## src/rtl/bsg_wormhole_stream_control_vc_if.sv

```systemverilog
// Flit classification bundle: the stream side drives channel/len/header-length/accept,
// the controller returns per-flit header/data/boundary flags and the data-beat index.
interface bsg_wormhole_stream_control_vc_if #(
    parameter int len_width_p     = 8,
    parameter int hdr_len_width_p = 3,
    parameter int num_vc_p        = 2
) ();
    localparam int vc_width_lp = (num_vc_p > 1) ? $clog2(num_vc_p) : 1;

    logic [vc_width_lp-1:0]     vc_i;
    logic [len_width_p-1:0]     len_i;
    logic [hdr_len_width_p-1:0] hdr_len_i;
    logic                       link_accept_i;

    logic                       first_flit_o;
    logic                       is_hdr_o;
    logic                       is_data_o;
    logic                       last_hdr_o;
    logic                       has_data_o;
    logic                       last_data_o;
    logic                       last_flit_o;
    logic [len_width_p-1:0]     data_idx_o;
    logic                       len_err_o;

    modport master (
        output vc_i, len_i, hdr_len_i, link_accept_i,
        input  first_flit_o, is_hdr_o, is_data_o, last_hdr_o, has_data_o,
               last_data_o, last_flit_o, data_idx_o, len_err_o
    );

    modport slave (
        input  vc_i, len_i, hdr_len_i, link_accept_i,
        output first_flit_o, is_hdr_o, is_data_o, last_hdr_o, has_data_o,
               last_data_o, last_flit_o, data_idx_o, len_err_o
    );
endinterface

```

## src/rtl/bsg_wormhole_stream_control_vc.sv

```systemverilog
// Per-VC wormhole header/data flit classifier; outputs are zero-latency from the selected context.
// No buffering: a context only advances on link_accept_i, so a stalled flit keeps identical outputs.
module bsg_wormhole_stream_control_vc #(
    parameter int len_width_p     = 8,
    parameter int hdr_len_width_p = 3,
    parameter int num_vc_p        = 2
) (
    input logic clk_i,
    input logic reset_n_i,
    bsg_wormhole_stream_control_vc_if.slave ctl
);
    localparam int vc_width_lp = (num_vc_p > 1) ? $clog2(num_vc_p) : 1;
    localparam int lw_lp  = len_width_p;
    localparam int lw1_lp = len_width_p + 1;
    localparam int hw_lp  = hdr_len_width_p;

    typedef enum logic {e_hdr, e_data} state_e;

    state_e                 state_q    [num_vc_p];
    state_e                 state_d    [num_vc_p];
    logic [hw_lp-1:0]       hdr_cnt_q  [num_vc_p];
    logic [hw_lp-1:0]       hdr_cnt_d  [num_vc_p];
    logic [lw_lp-1:0]       data_cnt_q [num_vc_p];
    logic [lw_lp-1:0]       data_cnt_d [num_vc_p];
    logic [lw_lp-1:0]       data_idx_q [num_vc_p];
    logic [lw_lp-1:0]       data_idx_d [num_vc_p];

    logic [vc_width_lp-1:0] vc_sel;
    state_e                 cur_state;
    logic [hw_lp-1:0]       cur_hdr_cnt;
    logic [lw_lp-1:0]       cur_data_cnt;
    logic [lw_lp-1:0]       cur_data_idx;

    logic                   first_flit;
    logic                   is_hdr;
    logic                   is_data;
    logic                   hdr_zero;
    logic [hw_lp-1:0]       eff_hdr;
    logic [lw1_lp-1:0]      len_plus1;
    logic                   len_short;
    logic                   len_bad;
    logic [lw_lp-1:0]       new_data_len;
    logic                   last_hdr;
    logic                   has_data;
    logic                   last_data;

    assign vc_sel = (num_vc_p == 1) ? '0 : ctl.vc_i;

    always_comb begin
        cur_state    = state_q[vc_sel];
        cur_hdr_cnt  = hdr_cnt_q[vc_sel];
        cur_data_cnt = data_cnt_q[vc_sel];
        cur_data_idx = data_idx_q[vc_sel];
    end

    // Underflow is detected at len_width_p+1 bits; when it does not occur the true
    // data length fits in len_width_p bits, so the narrow subtraction is exact.
    assign hdr_zero     = (ctl.hdr_len_i == '0);
    assign eff_hdr      = hdr_zero ? hw_lp'(1) : ctl.hdr_len_i;
    assign len_plus1    = {1'b0, ctl.len_i} + lw1_lp'(1);
    assign len_short    = (len_plus1 < lw1_lp'(eff_hdr));
    assign len_bad      = len_short | hdr_zero;
    assign new_data_len = len_bad ? '0 : (ctl.len_i - lw_lp'(eff_hdr) + lw_lp'(1));

    assign is_hdr     = (cur_state == e_hdr);
    assign is_data    = (cur_state == e_data);
    assign first_flit = is_hdr & (cur_hdr_cnt == '0);
    assign last_hdr   = first_flit ? (eff_hdr == hw_lp'(1))
                                   : (is_hdr & (cur_hdr_cnt == hw_lp'(1)));
    assign has_data   = first_flit ? (new_data_len != '0)
                                   : (is_hdr & (cur_data_cnt != '0));
    assign last_data  = is_data & (cur_data_cnt == lw_lp'(1));

    assign ctl.first_flit_o = first_flit;
    assign ctl.is_hdr_o     = is_hdr;
    assign ctl.is_data_o    = is_data;
    assign ctl.last_hdr_o   = last_hdr;
    assign ctl.has_data_o   = has_data;
    assign ctl.last_data_o  = last_data;
    assign ctl.last_flit_o  = last_data | (last_hdr & ~has_data);
    assign ctl.data_idx_o   = is_data ? cur_data_idx : '0;
    assign ctl.len_err_o    = first_flit & len_bad;

    always_comb begin
        state_d    = state_q;
        hdr_cnt_d  = hdr_cnt_q;
        data_cnt_d = data_cnt_q;
        data_idx_d = data_idx_q;
        if (ctl.link_accept_i) begin
            if (first_flit) begin
                hdr_cnt_d[vc_sel]  = eff_hdr - hw_lp'(1);
                data_cnt_d[vc_sel] = new_data_len;
                if ((eff_hdr == hw_lp'(1)) && (new_data_len != '0)) begin
                    state_d[vc_sel] = e_data;
                end
            end else if (is_hdr) begin
                hdr_cnt_d[vc_sel] = cur_hdr_cnt - hw_lp'(1);
                if (last_hdr && has_data) begin
                    state_d[vc_sel] = e_data;
                end
            end else begin
                data_cnt_d[vc_sel] = cur_data_cnt - lw_lp'(1);
                if (last_data) begin
                    state_d[vc_sel]    = e_hdr;
                    data_idx_d[vc_sel] = '0;
                end else begin
                    data_idx_d[vc_sel] = cur_data_idx + lw_lp'(1);
                end
            end
        end
    end

    always_ff @(posedge clk_i or negedge reset_n_i) begin
        if (!reset_n_i) begin
            for (int i = 0; i < num_vc_p; i++) begin
                state_q[i]    <= e_hdr;
                hdr_cnt_q[i]  <= '0;
                data_cnt_q[i] <= '0;
                data_idx_q[i] <= '0;
            end
        end else begin
            state_q    <= state_d;
            hdr_cnt_q  <= hdr_cnt_d;
            data_cnt_q <= data_cnt_d;
            data_idx_q <= data_idx_d;
        end
    end
endmodule

```

## src/flat_wrapper.sv

```systemverilog
// flat-port wrapper written by rule: the top's interface ports become plain ports
module bsg_wormhole_stream_control_vc_flat 
#(
    parameter int len_width_p     = 8,
    parameter int hdr_len_width_p = 3,
    parameter int num_vc_p        = 2
)
  (clk_i, reset_n_i, ctl_vc_i, ctl_len_i, ctl_hdr_len_i, ctl_link_accept_i, ctl_first_flit_o, ctl_is_hdr_o, ctl_is_data_o, ctl_last_hdr_o, ctl_has_data_o, ctl_last_data_o, ctl_last_flit_o, ctl_data_idx_o, ctl_len_err_o);
  bsg_wormhole_stream_control_vc_if #(.len_width_p(len_width_p), .hdr_len_width_p(hdr_len_width_p), .num_vc_p(num_vc_p)) ctl_i ();
  input logic clk_i;
  input logic reset_n_i;
  input wire logic [$bits(ctl_i.vc_i)-1:0] ctl_vc_i;
  input wire logic [$bits(ctl_i.len_i)-1:0] ctl_len_i;
  input wire logic [$bits(ctl_i.hdr_len_i)-1:0] ctl_hdr_len_i;
  input wire logic [$bits(ctl_i.link_accept_i)-1:0] ctl_link_accept_i;
  output wire logic [$bits(ctl_i.first_flit_o)-1:0] ctl_first_flit_o;
  output wire logic [$bits(ctl_i.is_hdr_o)-1:0] ctl_is_hdr_o;
  output wire logic [$bits(ctl_i.is_data_o)-1:0] ctl_is_data_o;
  output wire logic [$bits(ctl_i.last_hdr_o)-1:0] ctl_last_hdr_o;
  output wire logic [$bits(ctl_i.has_data_o)-1:0] ctl_has_data_o;
  output wire logic [$bits(ctl_i.last_data_o)-1:0] ctl_last_data_o;
  output wire logic [$bits(ctl_i.last_flit_o)-1:0] ctl_last_flit_o;
  output wire logic [$bits(ctl_i.data_idx_o)-1:0] ctl_data_idx_o;
  output wire logic [$bits(ctl_i.len_err_o)-1:0] ctl_len_err_o;
  assign ctl_i.vc_i = ctl_vc_i;
  assign ctl_i.len_i = ctl_len_i;
  assign ctl_i.hdr_len_i = ctl_hdr_len_i;
  assign ctl_i.link_accept_i = ctl_link_accept_i;
  assign ctl_first_flit_o = ctl_i.first_flit_o;
  assign ctl_is_hdr_o = ctl_i.is_hdr_o;
  assign ctl_is_data_o = ctl_i.is_data_o;
  assign ctl_last_hdr_o = ctl_i.last_hdr_o;
  assign ctl_has_data_o = ctl_i.has_data_o;
  assign ctl_last_data_o = ctl_i.last_data_o;
  assign ctl_last_flit_o = ctl_i.last_flit_o;
  assign ctl_data_idx_o = ctl_i.data_idx_o;
  assign ctl_len_err_o = ctl_i.len_err_o;
  bsg_wormhole_stream_control_vc #(.len_width_p(len_width_p), .hdr_len_width_p(hdr_len_width_p), .num_vc_p(num_vc_p)) u_core (.clk_i(clk_i), .reset_n_i(reset_n_i), .ctl(ctl_i));
endmodule
```

## config.mk

```make
export PLATFORM = sky130hd
export DESIGN_NAME = bsg_wormhole_stream_control_vc_flat
export DESIGN_NICKNAME = d
export VERILOG_FILES = /design/src/rtl/bsg_wormhole_stream_control_vc_if.sv /design/src/rtl/bsg_wormhole_stream_control_vc.sv /design/src/flat_wrapper.sv
export SDC_FILE = /design/constraint.sdc
export NUM_CORES = 1
export LEC_CHECK = 0
export ABC_AREA = 1
export CORE_MARGIN = 1.5
export CORE_UTILIZATION = 55
export DETAILED_ROUTE_END_ITERATION = 10
export DONT_BUFFER_PORTS = 1
export PLACE_DENSITY = 0.7
export SLEW_MARGIN = 20
export SYNTH_ARGS = -nofsm -noshare
export SYNTH_HDL_FRONTEND = slang
export SYNTH_SLANG_ARGS = --single-unit
```

## constraint.sdc

```tcl
create_clock -name clk_i -period 9.9 [get_ports clk_i]
set_input_delay 2.475 -clock clk_i [delete_from_list [all_inputs] [get_ports clk_i]]
set_output_delay 2.475 -clock clk_i [all_outputs]
set_load 0.02 [all_outputs]
```

**Word-level counts from Yosys, hierarchy flattened**

Cells that the tools add are included.

- Register bits: 40
- Output and inout port bits: 16
- Word-level logic and storage cells: 92

- Add/sub/neg operators: 7
- Magnitude comparators: 3
- Equal/unequal tests: 6
- Muxes and demuxes: 38
- Bitwise gates (word level): 17
- Reduce and logical (&&, ||, !) cells: 13

Operators by type and width:

| operator | number |
|---|---|
| two-way mux 8 bit | 9 |
| bitwise mux 16 bit | 3 |
| two-way mux 16 bit | 3 |
| adder 8 x 1 -> 8 bit (second input constant) | 2 |
| bitwise AND 16 bit | 1 |
| inverter 16 bit | 1 |
| nonzero test 8 bit | 2 |
| two-way mux 3 bit | 5 |
| bitwise mux 6 bit | 2 |
| two-way mux 6 bit | 2 |
| two-way mux 2 bit | 5 |
| adder 8 x 1 -> 9 bit (second input constant) | 1 |
| less-than comparator 9 x 3 -> 1 bit | 1 |
| demux 8 bit (select 1 bit) | 1 |
| == test 8 x 1 -> 1 bit (second input constant) | 1 |
| subtractor 8 x 1 -> 8 bit (second input constant) | 1 |
| subtractor 8 x 3 -> 8 bit | 1 |
| bitwise AND 1 bit | 6 |
| == test 3 x 1 -> 1 bit (second input constant) | 2 |
| logical NOT 3 bit | 2 |
| two-way mux 1 bit | 6 |
| subtractor 3 x 1 -> 3 bit (second input constant) | 2 |
| != test 2 bit (second input constant) | 2 |
| AND reduction 2 bit | 2 |
| other kinds (16) | 21 |

**Depth between registers and ports, before layout**

Gate-level depths: netlist (run 1).

- Depth in word-level cells: 11
- Mapped depth: 22
- Depth with buffers taken out: 22

**Worst setup path after synthesis (run 1)**

No wires, ideal clock.

- Path kind: in2out
- Start: input port ctl_hdr_len_i[1]
- End: output port ctl_last_flit_o
- Arrival time: 4698 ps
- Required time: 7425 ps
- Setup slack: 2727 ps
- Stages on the path: 18
- Path through: nor2_1 > nor2_1 > ha_1 > ha_1 > inv_1 > fa_1 > inv_1 > nand3_1 > nand3_1 > xnor2_1 > inv_1 > nand3_1 > nand2_1 > nor2_1 > nand2_1 > inv_1 > o21ai_1 > o21ai_1

- Longest elaborated chain between the ends: 10
- Elaborated cells between the ends (all ways): 14
- Those cells by class: add/sub (2); order compare (1); eq/ne (1); mux (4); bitwise (4); reduce/logical (2)

RTL lines:

| item | RTL line | RTL |
|---|---|---|
| start, declared | flat_wrapper.sv:14 | `input wire logic [$bits(ctl_i.hdr_len_i)-1:0] ctl_hdr_len_i;` |
| logical NOT 3 bit | bsg_wormhole_stream_control_vc.sv:58 | `assign hdr_zero = (ctl.hdr_len_i == '0);` |
| two-way mux 3 bit | bsg_wormhole_stream_control_vc.sv:59 | `assign eff_hdr = hdr_zero ? hw_lp'(1) : ctl.hdr_len_i;` |
| subtractor 8 x 3 -> 8 bit / less-than comparator 9 x 3 -> 1 bit (equally long branches) | bsg_wormhole_stream_control_vc.sv:63, bsg_wormhole_stream_control_vc.sv:61 |  |
| adder 8 x 1 -> 8 bit / OR 1 bit (equally long branches) | bsg_wormhole_stream_control_vc.sv:63, bsg_wormhole_stream_control_vc.sv:62 |  |
| two-way mux 8 bit (*) | bsg_wormhole_stream_control_vc.sv:63 | `assign new_data_len = len_bad ? '0 : (ctl.len_i - lw_lp'(eff_hdr) + lw_lp'(1));` |
| nonzero test 8 bit (*) | bsg_wormhole_stream_control_vc.sv:70 | `assign has_data = first_flit ? (new_data_len != '0)` |
| two-way mux 1 bit (*) | bsg_wormhole_stream_control_vc.sv:70 |  |
| net ctl_has_data_o | flat_wrapper.sv:20 | `output wire logic [$bits(ctl_i.has_data_o)-1:0] ctl_has_data_o;` |
| inverter 1 bit (*) | bsg_wormhole_stream_control_vc.sv:80 | `assign ctl.last_flit_o = last_data \| (last_hdr & ~has_data);` |
| bitwise AND 1 bit (*) | bsg_wormhole_stream_control_vc.sv:80 |  |
| OR 1 bit (*) | bsg_wormhole_stream_control_vc.sv:80 |  |
| end, declared | flat_wrapper.sv:22 | `output wire logic [$bits(ctl_i.last_flit_o)-1:0] ctl_last_flit_o;` |

The timed path passes the listed nets; every way through them passes the cells marked *.

**Worst setup path after layout (run 1)**

Ends and elaborated chain as after synthesis.

==> results by group, run 1 <==
Power and ir drop
  • Int Pwr: 451 uW
  • Clk pwr share: 0.181
  • Max rail drop VDD: 0.136 mV
  • Reg power frac: 0.352
  • Pwr per Cell Area: around 250 mW/mm2
  • Logic pwr share: 0.467
  • Net Sw Frac: 0.429
  • Psw: 339 uW
  • Leak: 1.70 nW

Setup path
  • CP Data Required Time: 7430 ps
  • Worst setup EP type: primary output
  • CP Data Arrival Time: 5000 ps
  • Setup CP Type: in2out
  • Critical Path Source Type: input pin
  • CP max FO: 5

Clocking
  • TritonCTS clock tree: yes
  • CTS clk-pin slew, worst paths: ~80 ps
  • Root Driver: clkbuf_8
  • Clock Sinks: 40
  • Htree depth: 2
  • Hold buffer count at CTS: 0
  • Clock Path Buffers: 2
  • Postcts setup bufs: 0
  • Post-cts sizing count: 0
  • CTS Buf Count: 5
  • Worst-Skew Late Latency: 300 ps

Yosys
  • Mapped Cells: 430
  • Mux contribution to synthesized area: 0.0103
  • Synth area leader: dfrtp_1
  • Syn Area/Cell: 7.07 um2
  • Asr flop ratio synth: 1.00
  • Yosys reg bits: 40
  • Post-synth top flop: dfrtp_1
  • Post-Synth Simple-Gate Area: 0.287
  • Adder-Cell Fraction of Synth Area: 0.0930
  • Synth top cells by count: 95 x nand2_1, 73 x inv_1, 42 x o21ai_0
  • Net count after synthesis: 467
  • Synth Area in Compound Gates: 0.137
  • Top post-synthesis cells by area: dfrtp_1 33%, nand2_1 12%, inv_1 9.0%
  • Synth Warn #: 0
  • Top-area cell type share of the netlist area: 0.329
  • Most common cell in the netlist: nand2_1
  • Post-Synthesis Cell Area: 0.00304 mm2
  • XOR/XNOR share of the synthesized area: 0.0346
  • Main combinational cell family by area after synthesis: simple AND/OR/NAND/NOR gates
  • EDFF count, synth: 0
  • Post-synthesis sequential area ratio: 0.329
  • Cell variety after synth: 38

Floorplan
  • Die W: 77.4 um
  • Initial core utilization: 0.584
  • Site Rows: 26
  • I/O pin cnt: 31
  • Core Box Area: roughly 0.0052 mm2
  • Die Ht: 77.4 um
  • Die Area: around 0.006 mm2

Route
  • Drt first pass iters: 5
  • WL final: 6.84 mm
  • DRC Markers: 0
  • Number of routed nets with antenna violations: 0
  • Vias per cell: ~5.5
  • Wire per inst: 13.7 um
  • Iter 0 DRT Violations: 196
  • Via Count: roughly 2700

STA
  • Post-route setup slack: 2420 ps
  • Count of final hold-check violations: 0
  • Setup TNS: 0 ps
  • Final min period: 7480 ps
  • RSZ-0062 raised after global routing: no
  • Period utilization: 0.755
  • # setup viols final: 0
  • Fin Clk Skew: about 15 ps
  • Slew HR: 0.601
  • Slew @ Worst Pin: 592 ps
  • Fmax: approximately 0.13 GHz
  • Max Slew Vio Count: 0

Place
  • DP Worst Slack: 2450 ps
  • DP HPWL: approximately 5.1 mm
  • Final estimated routing congestion in global placement: around 0.86
  • Port buffer count: 0

Min path
  • HP Class: reg2reg

Global routing
  • Met3 GRT Util: 0.0482
  • Busiest grt layer: met2
  • Pin count of the biggest net entering global routing: 41
  • Vias in the first global route: 2720
  • Grt ovf: 0
  • Initial antenna violation count: 0
  • GRT Util Overall: 0.253
  • First-pass GRT wire length: ~12 mm
  • Met1 Use GR: 0.334
  • Grt met2 use: 0.418

Status
  • Outcome: finished clean

Layout
  • Synth-to-Final Area Change: 5.60%
  • Number of diodes: 0
  • Final-stage net count: 466
  • Fill count: 504
  • Layout cells sized above 1: 0.0605
  • Register area: 0.00100 mm2
  • Area of the multi-input gates: 0.00171 mm2

Job
  • Max_cap viols: 0
==> power by group through the flow <==
| stage | clock, mW | combinational, mW | sequential (mW) |
|---|---|---|---|
| 2_1_floorplan | 0 | 0.305 | 0.270 |
| 3_3_place_gp | 0 | 0.357 | 0.277 |
| 3_5_place_dp | 0 | 0.367 | 0.281 |
| 4_1_cts | 0.145 | 0.369 | 0.278 |
| 5_1_grt | 0.151 | 0.424 | 0.287 |
| 6_report | 0.143 | 0.369 | 0.278 |
==> cell families (layout without fill, tap and decap cells) <==
| kind of cell | count (synthesis) | count (layout) |
|---|---|---|
| multiplexers | 3 | 3 |
| AO/OA/AOI/OAI | 74 | 74 |
| XOR/XNOR | 12 | 12 |
| AND/OR/NAND/NOR | 194 | 194 |
| flip-flops | 40 | 40 |
| buffers and inverters | 85 | 85 |
| adder cells (fa/ha/maj) | 22 | 22 |
==> cell type report <==
cell class                      count  share of cell area
Clock buffer                        6              0.0257
Timing Repair Buffer                1             0.00234
Tap cell                           70              0.0273
Clock inverter                      2              0.0121
Multi-Input combinational cell    305               0.532
Sequential cell                    40               0.312
Inverter                           76              0.0889
==> critical path, stage by stage <==
cell	delay, ps
nor2_1	40
nor2_1	200
ha_1	190
ha_1	180
inv_1	60
fa_1	400
inv_1	90
nand4_1	130
nand4_1	100
nand2_1	60
inv_1	50
nand3_1	90
nand2_1	90
nor2_1	40
nand2_1	70
inv_1	40
o21ai_1	420
o21ai_1	280
==> worst paths after layout <==
check                            startpoint                                end  slack (ps)  depth (start not counted)
setup / recovery           ctl_hdr_len_i[1]                    ctl_last_flit_o        2420                         18
setup reg to reg                  flip-flop    u_core.hdr_cnt_q[2]$_DFFE_PN0P_        7110                          7
hold reg to reg                   flip-flop                          flip-flop         480                          2
hold / removal                    flip-flop                          flip-flop         480                          2
max in group asynchronous         reset_n_i  u_core.data_cnt_q[14]$_DFFE_PN0P_        7940                          0
min in group asynchronous         reset_n_i   u_core.data_idx_q[7]$_DFFE_PN0P_        1860                          0
==> per-layer routing <==
layer / part of all wire / routed length (um)
met3: 0.050 / 339
met4: 0.0092 / 63
met2: 0.46 / 3140
met1: 0.48 / 3300
met5: 0 / 0
==> layout by cell type (no fill, tap or decap), types with 6 or more instances in the layout <==
cell / netlist / final
xor2_1: 6 / 6
nand2_1: 95 / 95
nor2_1: 37 / 37
nand4_1: 8 / 8
xnor2_1: 6 / 6
ha_1: 21 / 21
inv_1: 73 / 73
dfrtp_1: 40 / 40
nand3_1: 34 / 34
a21oi_1: 7 / 7
o21ai_0: 42 / 42
clkbuf_8: 0 / 6
o22ai_1: 6 / 6
==> per-stage QoR <==
stage	instances	instance area, um2	power [mW]	hold WS (ps)	util
3_5_place_dp	492	3090	0.647	462	0.594
3_3_place_gp	492	3090	0.634	457	0.594
2_1_floorplan	430	3040	0.575	441	-
5_1_grt	500	3210	0.862	506	0.617
6_report	500	3210	0.790	479	0.617
4_1_cts	500	3210	0.791	481	0.617
==> registers in the layout, summed over array words and instances, names as in the netlist, named ones only <==
name,count
u_core.data_cnt_q,16
u_core.data_idx_q,16
u_core.hdr_cnt_q,6
Power figures use the tool's default switching activity.
==> run 2: changes to the inputs <==
- clock period: 9.9 -> 7.1 ns (I/O delays scaled with it)
==> results of run 2 <==
The final DEF is identical to that of run 1. Status: finished clean.
Among the figures that moved: setup slack after placement 2450 ps -> 1050 ps; setup slack after layout 2420 ps -> 1020 ps; register-to-register setup slack 7110 ps -> 4310 ps; total power 0.790 mW -> 1.10 mW; worst IR drop on VDD 0.136 mV -> 0.190 mV
